==> src/rtl/multi_chan_trigger.sv <==
`default_nettype none
// multi_chan_trigger: per-channel level/edge qualifiers combined by OR/AND,
// gated by an arm/holdoff/wait/triggered state machine with a sticky trigger.
module multi_chan_trigger #(
  parameter int NUM_CH    = 4,
  parameter int HOLDOFF_W = 16
) (
  input  logic                   clk,
  input  logic                   rst_n,
  input  logic                   armed,
  input  logic [NUM_CH-1:0]      ch_hi,
  input  logic [NUM_CH-1:0]      ch_lo,
  input  logic [5*NUM_CH-1:0]    ch_cfg,
  input  logic                   combine_and,
  input  logic [HOLDOFF_W-1:0]   holdoff,
  input  logic                   trig_clr,
  output logic                   trig_out,
  output logic                   trig_pulse,
  output logic [NUM_CH-1:0]      trig_src,
  output logic                   busy
);

  typedef enum logic [1:0] {
    S_IDLE      = 2'd0,
    S_HOLDOFF   = 2'd1,
    S_WAIT      = 2'd2,
    S_TRIGGERED = 2'd3
  } state_t;

  localparam logic [HOLDOFF_W-1:0] c_one = {{(HOLDOFF_W-1){1'b0}}, 1'b1};

  state_t                r_state;
  state_t                w_next;
  logic [HOLDOFF_W-1:0]  r_cnt;
  logic [NUM_CH-1:0]     r_s1_hi, r_s1_lo, r_s2_hi, r_s2_lo;
  logic [NUM_CH-1:0]     r_pos_sticky, r_neg_sticky;
  logic [NUM_CH-1:0]     w_pos, w_neg, w_qual;
  logic                  w_combined;
  logic                  w_load;
  logic                  w_fire;
  logic                  w_clr_sticky;
  logic                  w_holdoff_zero;

  assign w_pos          = r_s1_hi & ~r_s2_hi;
  assign w_neg          = ~r_s1_lo & r_s2_lo;
  assign w_holdoff_zero = (holdoff == '0);

  generate
    for (genvar i = 0; i < NUM_CH; i++) begin : g_ch
      assign w_qual[i] = ch_cfg[5*i+0]
                       | (ch_cfg[5*i+1] & ~r_s2_lo[i])
                       | (ch_cfg[5*i+2] &  r_s2_hi[i])
                       | (ch_cfg[5*i+3] &  r_neg_sticky[i])
                       | (ch_cfg[5*i+4] &  r_pos_sticky[i]);
    end
  endgenerate

  // An unconfigured channel has qualify 0, so in AND mode it blocks the trigger.
  assign w_combined = combine_and ? (&w_qual) : (|w_qual);

  always_ff @(posedge clk or negedge rst_n) begin
    if (!rst_n) r_state <= S_IDLE;
    else        r_state <= w_next;
  end

  always_comb begin
    w_next       = r_state;
    w_load       = 1'b0;
    w_fire       = 1'b0;
    w_clr_sticky = 1'b0;
    case (r_state)
      S_IDLE: begin
        if (armed) begin
          w_load = 1'b1;
          w_next = w_holdoff_zero ? S_WAIT : S_HOLDOFF;
        end
      end
      S_HOLDOFF: begin
        if (r_cnt <= c_one) w_next = S_WAIT;
      end
      S_WAIT: begin
        if (w_combined) begin
          w_fire = 1'b1;
          w_next = S_TRIGGERED;
        end
      end
      S_TRIGGERED: begin
        if (trig_clr) begin
          w_load       = 1'b1;
          w_clr_sticky = 1'b1;
          w_next       = w_holdoff_zero ? S_WAIT : S_HOLDOFF;
        end
      end
      default: w_next = S_IDLE;
    endcase
    // Disarm wins over everything, including a simultaneous trig_clr.
    if (!armed) begin
      w_next       = S_IDLE;
      w_load       = 1'b0;
      w_fire       = 1'b0;
      w_clr_sticky = 1'b1;
    end
  end

  always_ff @(posedge clk or negedge rst_n) begin
    if (!rst_n) begin
      r_s1_hi      <= '0;
      r_s1_lo      <= '0;
      r_s2_hi      <= '0;
      r_s2_lo      <= '0;
      r_pos_sticky <= '0;
      r_neg_sticky <= '0;
      r_cnt        <= '0;
      trig_out     <= 1'b0;
      trig_pulse   <= 1'b0;
      trig_src     <= '0;
    end else begin
      r_s1_hi <= ch_hi;
      r_s1_lo <= ch_lo;
      r_s2_hi <= r_s1_hi;
      r_s2_lo <= r_s1_lo;

      if (w_load)                  r_cnt <= holdoff;
      else if (r_state == S_HOLDOFF) r_cnt <= r_cnt - c_one;

      if (w_clr_sticky) begin
        r_pos_sticky <= '0;
        r_neg_sticky <= '0;
      end else if (r_state == S_WAIT) begin
        r_pos_sticky <= r_pos_sticky | w_pos;
        r_neg_sticky <= r_neg_sticky | w_neg;
      end

      trig_pulse <= w_fire;
      if (w_clr_sticky) trig_out <= 1'b0;
      else if (w_fire)  trig_out <= 1'b1;
      if (w_fire) trig_src <= w_qual;
    end
  end

  assign busy = (r_state == S_HOLDOFF);

endmodule
`default_nettype wire

==> config.mk <==
export PLATFORM = sky130hd
export DESIGN_NAME = multi_chan_trigger
export DESIGN_NICKNAME = d
export VERILOG_FILES = /design/src/rtl/multi_chan_trigger.sv
export SDC_FILE = /design/constraint.sdc
export NUM_CORES = 1
export LEC_CHECK = 0
export CAP_MARGIN = 20
export CORE_AREA = 2 2 56 110
export DETAILED_ROUTE_END_ITERATION = 6
export DIE_AREA = 0 0 58 112
export PLACE_DENSITY = 0.66
export SETUP_SLACK_MARGIN = 0.05
export SLEW_MARGIN = 15
export SYNTH_ARGS = -nofsm -noshare
export SYNTH_HDL_FRONTEND = slang
export SYNTH_SLANG_ARGS = --single-unit
==> constraint.sdc <==
create_clock -name clk -period 6.1 [get_ports clk]
set_clock_uncertainty 0.05 [all_clocks]
set_input_delay 0.61 -clock clk [delete_from_list [all_inputs] [get_ports clk]]
set_output_delay 0.61 -clock clk [all_outputs]
set_load 0.01 [all_outputs]
* Yosys cells after proc, flatten, opt, wreduce, memory -nomap -nowiden
Cells that the tools add are included.
Widths: inputs -> output; s select.
** Storage, ports and cells
- Memories :: 0
- Word-level logic and storage cells :: 92
- Input bits :: 49
- Output and inout bits :: 7
- Latch bits :: 0
- Bits in read-only memories :: 0
- Bits in writable memories :: 0
- Register bits after elaboration :: 48
** Operators by class
- Reductions and logical operators :: 8
- Div/mod/pow operators :: 0
- Multiply operators :: 0
- Shifts and indexed selects :: 0
- Bitwise logic cells :: 42
- Muxes and demuxes :: 23
- $add $sub $neg :: 1
- Magnitude comparators :: 1
- Equal/unequal tests :: 6
** Operator list (number)
- $mux 16 :: 2
- $and 1x1->1 :: 16
- $le 16x1->1 const B :: 1
- $logic_not 16->1 :: 1
- $mux 4 :: 4
- $or 1x1->1 :: 16
- $sub 16x1->16 const B :: 1
- $mux 1 :: 10
- $mux 2 :: 5
- $and 4x4->4 :: 2
- $not 4->4 :: 2
- $or 4x4->4 :: 2
- $pmux 2 s4 :: 1
- $ne 3x3->1 const B :: 2
- $reduce_bool 2->1 :: 3
- $eq 2x2->1 const B :: 2
- $not 1->1 :: 4
- $reduce_and 4->1 :: 1
- $reduce_or 4->1 :: 1
- $ne 3x2->1 const B :: 1
- $reduce_and 3->1 :: 1
- $eq 2x1->1 const B :: 1
- $logic_not 2->1 :: 1
- $pmux 1 s2 :: 1

* Longest topological paths before layout
Gate-level depths: netlist of the first run.
- Depth in word-level cells :: 13
- Gate-level depth with buffers :: 8

* Worst setup path before layout of the first run
OpenSTA, ideal clock, no wires.
- Kind :: register to register
- Start point :: register r_cnt[13]
- End point :: register r_state[0]
- Library setup time :: 0.120 ns
- Required time :: 5.930 ns
- Stages on the path, launching flop included :: 7
- Setup slack :: 3.911 ns
- Buffers on the path :: 0
- Clock period less this slack :: 2.189 ns
- Arrival :: 2.019 ns
- Cell sequence :: dfrtp_1 > or4_4 > or4_4 > o221ai_4 > and2b_1 > a311oi_1 > a41o_1
** On the way
- Cells in the longest elaborated chain, start to end :: 3
** RTL lines
- start, declared :: RTL line 34 : logic [HOLDOFF_W-1:0] r_cnt;
- start signal, assigned :: RTL line 123 : if (w_load) r_cnt <= holdoff;
- start signal, assigned :: RTL line 124 : else if (r_state == S_HOLDOFF) r_cnt <= r_cnt - c_one;
- $le 16x1->1 :: RTL line 79 : if (r_cnt <= c_one) w_next = S_WAIT;
- $ne 3x2->1 (no line)
- $reduce_and 3->1 (no line)
- end signal, assigned :: RTL line 63 : else r_state <= w_next;
- end, declared :: RTL line 32 : state_t r_state;
No other way between the ends.
A chain may end at the register's enable or synchronous reset.

* Worst setup path in the final report of the first run
- Start point :: register r_state[1]
- End point :: output busy
** On the way
- Cells in the longest elaborated chain, start to end :: 1
** RTL lines
- $eq 2x1->1 :: RTL line 141 : assign busy = (r_state == S_HOLDOFF);
- end, declared :: RTL line 20 : output logic busy
No other way between the ends.

==> results of run 1 <==
[cells by family (layout without fill, tap and decap cells)]
kind of cell / Yosys count / in the layout / synth area share (%)
AOI/OAI and AO/OA: 42 / 42 / 13.3
xor gates and xnor gates: 15 / 15 / 5.96
adders and majority gates: 6 / 6 / 3.41
buffers and inverters: 19 / 79 / 3.24
DFF: 48 / 48 / 54.5
muxes: 3 / 3 / 1.48
and+or+nand+nor: 79 / 79 / 18.1
[path summary, 6_finish.rpt]
check                      cells after the start  slack [ns]         end
hold reg to reg                                0        0.33  r_s2_hi[0]
setup / recovery                               3        3.69        busy
max in group asynchronous                      1        5.32   r_cnt[12]
setup reg to reg                               6        3.81  r_state[0]
hold / removal                                 1        0.27  r_s1_lo[1]
min in group clk                               0        0.33  r_s2_hi[0]
[power groups by stage]
stage / registers, W / logic, W / clock network, W
floorplan: 0.000471 / 0.000239 / 0
global placement: 0.000476 / 0.000369 / 0
detailed placement: 0.000478 / 0.000375 / 0
CTS: 0.000474 / 0.000379 / 0.000289
global route: 0.000485 / 0.000421 / 0.000301
finish: 0.000473 / 0.000372 / 0.000279
[flip-flops by register name (all words and copies together) (netlist names)]
signal        cells
r_state           2
r_neg_sticky      4
r_cnt            16
trig_pulse        1
r_s2_lo           4
trig_out          1
r_s1_hi           4
r_s1_lo           4
r_pos_sticky      4
trig_src          4
r_s2_hi           4
[layout make-up]
type                    count  area, sq um
flip-flops and latches     48         1200
inverters                  15         56.3
clock inverters             2         13.8
fillers                   541         2680
repair buffers             56          556
clock buffers               6          139
multi-input cells         145          936
well taps                  61         76.3
[routing by layer]
layer	up-vias	track usage (%)	share of wire, %
met3	6	3.37	4.4
met4	0	6.05	1.6
li1	857	-	-
met5	-	0	0
met2	42	31.1	56
met1	814	17.8	37
[worst max-delay path, cell delays in order, from the launching register on]
cell	delay, ns
dfrtp_1	0.43
inv_1	0.10
ha_1	0.34
clkdlybuf4s50_1	0.61
[cell usage in the layout, fill, tap and decap left out, types with 2 or more instances in the layout]
cell type,n
a31oi_1,8
buf_4,2
ha_1,6
nand2b_1,5
nand3_1,4
mux2_2,2
or4_4,2
dfrtp_1,48
a222oi_1,4
nor2b_1,3
nor4_1,6
clkbuf_16,5
nor3_1,7
a32o_1,2
inv_1,15
nor2_1,15
a41oi_1,2
nand2_1,26
xnor2_1,10
xor2_1,5
o21ai_0,19
clkdlybuf4s50_1,54
a21oi_1,2
nand3b_1,5
[stage by stage]
step / cell area (sq um) / cells
2_1_floorplan: 2200 / 212
3_3_place_gp: 2820 / 325
3_5_place_dp: 2820 / 325
4_1_cts: 2980 / 333
5_1_grt: 2980 / 333
6_report: 2980 / 333
[synth_stat cells, types with 3 or more instances]
master | number | share of area (%)
nand3_1 | 4 | 0.91
nor2b_1 | 3 | 0.85
nor4_1 | 6 | 1.7
inv_1 | 15 | 2.6
nand2b_1 | 5 | 1.4
nor2_1 | 15 | 2.6
xor2_1 | 5 | 2.0
a222oi_1 | 4 | 1.8
dfrtp_1 | 48 | 55
clkbuf_1 | 4 | 0.68
a31oi_1 | 8 | 2.3
nand2_1 | 26 | 4.4
ha_1 | 6 | 3.4
nand3b_1 | 5 | 1.7
o21ai_0 | 19 | 4.3
nor3_1 | 7 | 1.6
xnor2_1 | 10 | 4.0
==> results.yml, run 1 <==
run_status:
  status: "complete, no violations"
worst_setup_path:
  critPathArrivalTime_ns: 1.75
  criticalPathCategory: "reg -> out"
  startpoint: "r_state[1]"
  required_ns: 5.44
  crit_path_start_kind: "flop"
  cp-end-kind: "output pin"
  path_max_fanout: 7
  regToRegStartpoint: "r_cnt[13]"
synthesis:
  yosys_warnings: 0
  syn_inst: 212
  synth_ff_type: "dfrtp_1"
  synth_edf_count: 0
  synth_cell_type_count: 33
  ys_ff_latch: 48
  postSynth.asyncResetShare_pct: 100
  syn-cell-area_sq_um: 2200
  syn_nets: 267
  yosysSeqAreaShare_pct: 54.5
  avgSynthCellArea_sq_um: 10.4
sta:
  hold_ws_ns: 0.275
  fin_crit_sh_pct: 39.5
  fin_crit_ns: 2.41
  worstMarginPinSlew_ns: 0.592
  slew_headroom_pct: 60.5
  finalHoldViolCount: 0
  finalSetupViolations: 0
  rsz0062_at_grt: "false"
  maxSlewViolCount: 0
  final.setup.tns_ns: 0
  max_freq_ghz: 0.415
  worst_slack_ns: 3.69
detailed_routing:
  wirelength_um: 4820
  drt_iter0_drc: 64
  vias: 1719
  routedWlPerCell_um: 14.5
  ant_nets: 0
  routed_via_density: 5.16
  drc: 0
  firstDrtPassIters: 4
finish:
  final_util_pct: 52.6
  antenna_cells: 0
  drive_gt1_share_pct: 6.25
  area_growth_pct: 35.2
  fin_nets: 326
grt:
  grtUsageTotal_pct: 16.7
  antenna_found_initial: 0
  grt_max_degree: 49
  grt_pass1_vias: 1857
  grt_pass1_wl_um: 8340
  overflow: 0
die:
  die-area_sq_um: 6500
  rows: 39
  start_util_pct: 38.9
  die_w_um: 58
  die_h_um: 112
  core_sq_um: 5660
  io_pins: 56
cts:
  cts.htree.levels: 2
  clkTransAtPathRegs_ns: 0.06
  worst_skew_pair.late_latency_ns: 0.28
  root_buffer: "clkbuf_16"
  post_cts_buffers: 0
  clockBufferDepth: 2
  post_cts_resized: 0
  cts_hold_buf: 0
  cts_buffers: 5
  cts.sinks: 48
  cts_tree: "built"
power_and_ir_drop:
  intPower_w: 0.000760
  switchingPower_w: 0.000365
  combPwrFrac_pct: 33.1
  p_total_w: 0.00112
  power.density_nw_per_um2: 378
  clock_power_share_pct: 24.8
  seq_power_share_pct: 42.1
  leakagePower_nw: 1.25
  netSwitchingFraction_pct: 32.4
  ir_worst_vdd_mv: 0.269
placed_design:
  dp_hpwl_um: 3650
  port_buffers: 55
  place_ws_ns: 3.40
  place.gp.congestion: 0.785
worst_hold_path:
  hp-class: "in -> async"
run:
  max_cap_violations: 0
No activity file was read; power rests on OpenSTA's default activity.
==> run 2, diff against run 1 <==
==> constraint.sdc (replaced) <==
create_clock -name clk -period 2.32 [get_ports clk]
set_clock_uncertainty 0.05 [all_clocks]
set_input_delay 0.232 -clock clk [delete_from_list [all_inputs] [get_ports clk]]
set_output_delay 0.232 -clock clk [all_outputs]
set_load 0.01 [all_outputs]
==> run 2 against run 1 <==
  * Non-clock buffer count rose by 10
  * Sequential power grew to 2.6 times the previous value
  * Sequential share of layout area is 1.6 points lower
  * Clock power increased to 3.0 times the previous value
  * Critical endpoint is now r_state[0]
  * Combinational power rose to 2.9 times the previous value
  * First-iteration DRC count shrank 3.1%
  * Clock-buffer cell count did not move
  * Worst hold slack improved by 0.051 ns
  * Sequential cell count did not move
  * Final cell count grew 3.0%
==> results.yml, run 2 (synthesis gave the netlist of run 1 again) <==
run_status:
  status: "complete, no violations"
detailed_routing:
  routedWlPerCell_um: 14.7
  routed_via_density: 5.12
  drt_iter0_drc: 62
  ant_nets: 0
  vias: 1755
  drc: 0
  wirelength_um: 5030
  firstDrtPassIters: 4
grt:
  grt_max_degree: 49
  overflow: 0
  grt_pass1_vias: 1910
  grtUsageTotal_pct: 17.1
  grt_pass1_wl_um: 8350
  antenna_found_initial: 0
placed_design:
  place.gp.congestion: 0.793
  place_ws_ns: 0.0399
  dp_hpwl_um: 3730
  port_buffers: 55
  dpl.cell_count: 331
worst_setup_path:
  required_ns: 2.45
  critical_path.top_delay_family: "simple AND/OR/NAND/NOR gates"
  crit_chain: "or4_4, or4_4, o221ai_4, buf_6, a311oi_2, a41o_1"
  criticalPathCategory: "reg -> reg"
  path_common_cell: "or4_4"
  crit_slowest_cell: "or4_4"
  critPathArrivalTime_ns: 2.36
  crit_path_start_kind: "flop"
  crit_buf_inv: 1
  slowest_delay_ns: 0.52
  path_max_fanout: 4
  cp-end-kind: "flop"
sta:
  worst_slack_ns: 0.0937
  finalHoldViolCount: 0
  max_freq_ghz: 0.449
  worstMarginPinSlew_ns: 0.385
  maxSlewViolCount: 0
  fin_crit_ns: 2.23
  slew_headroom_pct: 74.3
  final.setup.tns_ns: 0
  rsz0062_at_grt: "false"
  fin_crit_sh_pct: 96.0
  finalSetupViolations: 0
run:
  max_cap_violations: 0
finish:
  largest_register: "r_cnt"
  num-fill-cells: 515
  largest_reg_flops: 16
  area_growth_pct: 40.7
  layout_commonest_cell: "clkdlybuf4s50_1"
  antenna_cells: 0
  drive_gt1_share_pct: 9.57
  fin_nets: 336
  mostFrequentLayoutCells: "clkdlybuf4s50_1, dfrtp_1, nand2_1, o21ai_0"
  fin_cells: 343
cts:
  cts_tree: "built"
  clkTransAtPathRegs_ns: 0.06
  cts_buffers: 5
  cts.sinks: 48
  clockBufferDepth: 2
  root_buffer: "clkbuf_16"
  cts.htree.levels: 2
  worst_skew_pair.late_latency_ns: 0.29
power_and_ir_drop:
  power.density_nw_per_um2: 1020
  leakagePower_nw: 1.31
  p_total_w: 0.00315
  ir_worst_vdd_mv: 0.836
die:
  die_h_um: 112
  io_pins: 56
  start_util_pct: 38.9
  core_sq_um: 5660
  die-area_sq_um: 6500
  die_w_um: 58
  rows: 39
worst_hold_path:
  hp-class: "reg -> reg"
-- run 2: cell count changes in the layout (fill, tap and decap cells not counted), sizes merged --
| cell | before | now |
|---|---|---|
| inv | 16 | 15 |
| bufinv | 0 | 1 |
| dlygate4sd3 | 0 | 1 |
| buf | 2 | 11 |
-- run 2: repair_timing --
item	4_1_cts	5_1_grt
setup endpoints to repair	1	1
buffers inserted	0	3
resized for setup	0	2
hold endpoints to repair	48	0
pin swaps	1	3
hold buffers	1	0
-- run 2: final timing paths --
kind	start	endpoint	slack [ns]	cells after the start
max	r_cnt[12]	r_state[0]	0.09	6
min	r_s1_lo[1]	r_s2_lo[1]	0.33	0
max reg2reg	r_cnt[12]	r_state[0]	0.09	6
min reg2reg	r_s1_lo[1]	r_s2_lo[1]	0.33	0
max in group asynchronous	rst_n	trig_pulse	1.60	3
min in group asynchronous	rst_n	r_cnt[5]	0.40	3
-- run 2: cell type report --
cell class	count	area, sq um	area share, %
sequential	48	1200	38.7
inverter	15	56.3	1.82
tap	61	76.3	2.46
timing repair buffer	66	647	20.9
clock inverter	2	38.8	1.25
clock buffer	6	139	4.48
multi-input combinational	145	942	30.4
-- run 2: routing by layer --
metal | track usage (%) | wire length [um] | vias to the layer above
met3 | 4.65 | 215 | 10
met2 | 31.4 | 2810 | 43
li1 | - | - | 883
met5 | 0 | 0 | -
met1 | 16.8 | 1840 | 819
met4 | 8.22 | 154 | 0
-- run 2: through the flow --
| step | area, sq um | utilization, % | hold slack (ns) |
|---|---|---|---|
| after floorplan | 2200 | - | -0.114 |
| after global placement | 2880 | 50.9 | 0.184 |
| after detailed placement | 2880 | 50.9 | 0.189 |
| after CTS | 3070 | 54.2 | 0.322 |
| after global routing | 3100 | 54.8 | 0.326 |
| final | 3100 | 54.8 | 0.325 |
-- run 2: power breakdown --
part	internal (W)	switching (W)	leakage, nW
Sequential	0.00106	0.000170	0.593
Clock	0.000539	0.000310	0.0871
Combinational	0.000564	0.000508	0.633
==> run 3, diff against run 2 <==
--- a/config.mk
+++ b/config.mk
@@ -6,10 +6,10 @@
 export NUM_CORES = 1
 export LEC_CHECK = 0
 export CAP_MARGIN = 20
-export CORE_AREA = 2 2 56 110
+export CORE_AREA = 2 2 51 101
 export DETAILED_ROUTE_END_ITERATION = 6
-export DIE_AREA = 0 0 58 112
-export PLACE_DENSITY = 0.66
+export DIE_AREA = 0 0 53 103
+export PLACE_DENSITY = 0.77
 export SETUP_SLACK_MARGIN = 0.05
 export SLEW_MARGIN = 15
 export SYNTH_ARGS = -nofsm -noshare
==> run 3 against run 2 <==
  * Final cell count shrank 1.7%
  * Core utilization grew 8.3 points
  * Via count grew 2.1%
  * Sequential power is essentially flat
  * Fmax shrank 0.47%
  * Clock-buffer cell count is the same
  * Die area shrank 16%
  * Clock power shrank 39%
  * Setup slack lost 0.010 ns
  * Largest cell class unchanged
  * Combinational power is essentially flat
  * Routed wire length shrank 7.3%
==> results.yml, run 3 (synthesis gave the netlist of run 1 again) <==
detailed_routing:
  drc: 0
  ant_nets: 0
  firstDrtPassIters: 4
  wirelength_um: 4660
  routed_via_density: 5.31
  drt_iter0_drc: 42
  vias: 1791
  routedWlPerCell_um: 13.8
power_and_ir_drop:
  leakagePower_nw: 1.25
  combPwrFrac_pct: 37.3
  power.density_nw_per_um2: 938
  p_total_w: 0.00280
  seq_power_share_pct: 44.2
  intPower_w: 0.00184
  ir_worst_vdd_mv: 0.529
  netSwitchingFraction_pct: 34.0
  switchingPower_w: 0.000952
  clock_power_share_pct: 18.4
worst_setup_path:
  cp-end-kind: "flop"
  path_max_fanout: 5
  worstRegToRegCells: 6
  r2r_slack_ns: 0.08
  criticalPathCategory: "reg -> reg"
  crit_path_start_kind: "flop"
  required_ns: 2.47
  critPathArrivalTime_ns: 2.39
  r2r_end: "r_state[0]"
  regToRegStartpoint: "r_cnt[11]"
finish:
  area_growth_pct: 35.4
  largest_register: "r_cnt"
  regArea_sq_um: 1200
  multiInputGateArea_sq_um: 941
  num-fill-cells: 401
  antenna_cells: 0
  largest_reg_flops: 16
  drive_gt1_share_pct: 8.93
  fin_nets: 334
  final_util_pct: 63.1
  layout_commonest_cell: "clkdlybuf4s50_1"
  mostFrequentLayoutCells: "clkdlybuf4s50_1, dfrtp_1, nand2_1, o21ai_0"
worst_hold_path:
  min_path_cells: 1
  worstHoldStart: "ch_hi[2]"
  whs_endpoint: "r_s1_hi[2]"
  hp-class: "in -> reg"
die:
  die-area_sq_um: 5460
  start_util_pct: 46.6
  rows: 36
  die_h_um: 103
  die_w_um: 53
  io_pins: 56
  core_sq_um: 4730
sta:
  max_freq_ghz: 0.447
  worstMarginPinSlew_ns: 0.410
  fin_crit_ns: 2.24
  fin_crit_sh_pct: 96.4
  final.setup.tns_ns: 0
  rsz0062_at_grt: "true"
  finalHoldViolCount: 0
  finalSetupViolations: 0
  maxSlewViolCount: 0
  slew_headroom_pct: 72.7
cts:
  cts_buffers: 5
  clkTransAtPathRegs_ns: 0.09
  cts_tree: "built"
  cts.htree.levels: 2
  worst_skew_pair.late_latency_ns: 0.30
  clockBufferDepth: 2
  cts.sinks: 48
  root_buffer: "clkbuf_8"
placed_design:
  port_buffers: 55
  place.gp.congestion: 0.799
  dp_hpwl_um: 3650
grt:
  antenna_found_initial: 0
  grt_pass1_wl_um: 8000
  grt_max_degree: 33
  grtUsageTotal_pct: 19.8
  grt_pass1_vias: 1845
  overflow: 0
run_status:
  status: "complete, no violations"
run:
  max_cap_violations: 0
==> run 3: changes by cell type in the layout (fill, tap and decap cells not counted) <==
cell        previous run  this run
nor3_2                 0         1
nor3_1                 7         6
clkbuf_8               1         6
clkinv_4               1         0
buf_6                  1         0
bufinv_16              1         0
a311oi_1               0         1
buf_12                 1         0
a311oi_2               1         0
clkinvlp_4             0         2
clkbuf_16              5         0
==> run 3: layout make-up <==
class | count | area share, %
Multi-Input combinational cell | 145 | 31.5
Clock buffer | 6 | 2.77
Tap cell | 57 | 2.39
Inverter | 15 | 1.89
Sequential cell | 48 | 40.3
Clock inverter | 2 | 0.503
Timing Repair Buffer | 64 | 20.6
==> run 3: worst max-delay path: stages, from the launching register on <==
cell and delay [ns]:
dfrtp_1 0.39, or4_4 0.55, or4_4 0.51, o221ai_4 0.22
and2b_1 0.17, a311oi_1 0.05, a41o_1 0.21
==> run 3: metrics by stage <==
stage / worst slack (ns) / hold slack (ns) / cells / instance area, sq um
detailed placement: 0.0405 / 0.141 / 327 / 2860
global placement: 0.0895 / 0.139 / 327 / 2860
finish: 0.0833 / 0.313 / 337 / 2980
global route: 0.0337 / 0.305 / 337 / 2980
floorplan: 0.131 / -0.114 / 212 / 2200
CTS: 0.0579 / 0.307 / 337 / 2980
==> run 3: repair_timing <==
item | 4_1_cts | 5_1_grt
hold buffers | 1 | 0
gates resized for setup | 0 | 1
setup endpoints to repair | 1 | 3
setup buffers | 1 | 0
gates cloned | 0 | 0
endpoints found under the hold margin | 17 | 0
pin swaps | 1 | 3
==> run 3: power by group through the flow <==
stage	Sequential (W)	Combinational [W]	Clock (W)
floorplan	0.00124	0.000627	0
finish	0.00124	0.00104	0.000515
global placement	0.00124	0.000987	0
detailed placement	0.00126	0.00103	0
global route	0.00127	0.00118	0.000559
CTS	0.00123	0.00106	0.000528
==> run 3: worst max-delay path by stage <==
| stage | from | end | slack [ns] | cells after the start |
|---|---|---|---|---|
| global placement | r_cnt[13] | r_state[0] | 0.09 | 6 |
| detailed placement | r_cnt[12] | r_state[0] | 0.04 | 6 |
| finish | r_cnt[11] | r_state[0] | 0.08 | 6 |
| global route | r_cnt[11] | r_state[0] | 0.03 | 6 |
| floorplan | r_cnt[13] | r_state[0] | 0.13 | 6 |
| CTS | r_cnt[13] | r_state[0] | 0.06 | 6 |
==> run 3: per-layer routing <==
layer / track usage [%] / wire, um / vias to the layer above
met5: 0 / 0 / -
met4: 9.27 / 105 / 0
met3: 3.33 / 253 / 9
met2: 34.2 / 2430 / 52
met1: 23.2 / 1870 / 850
li1: - / - / 880
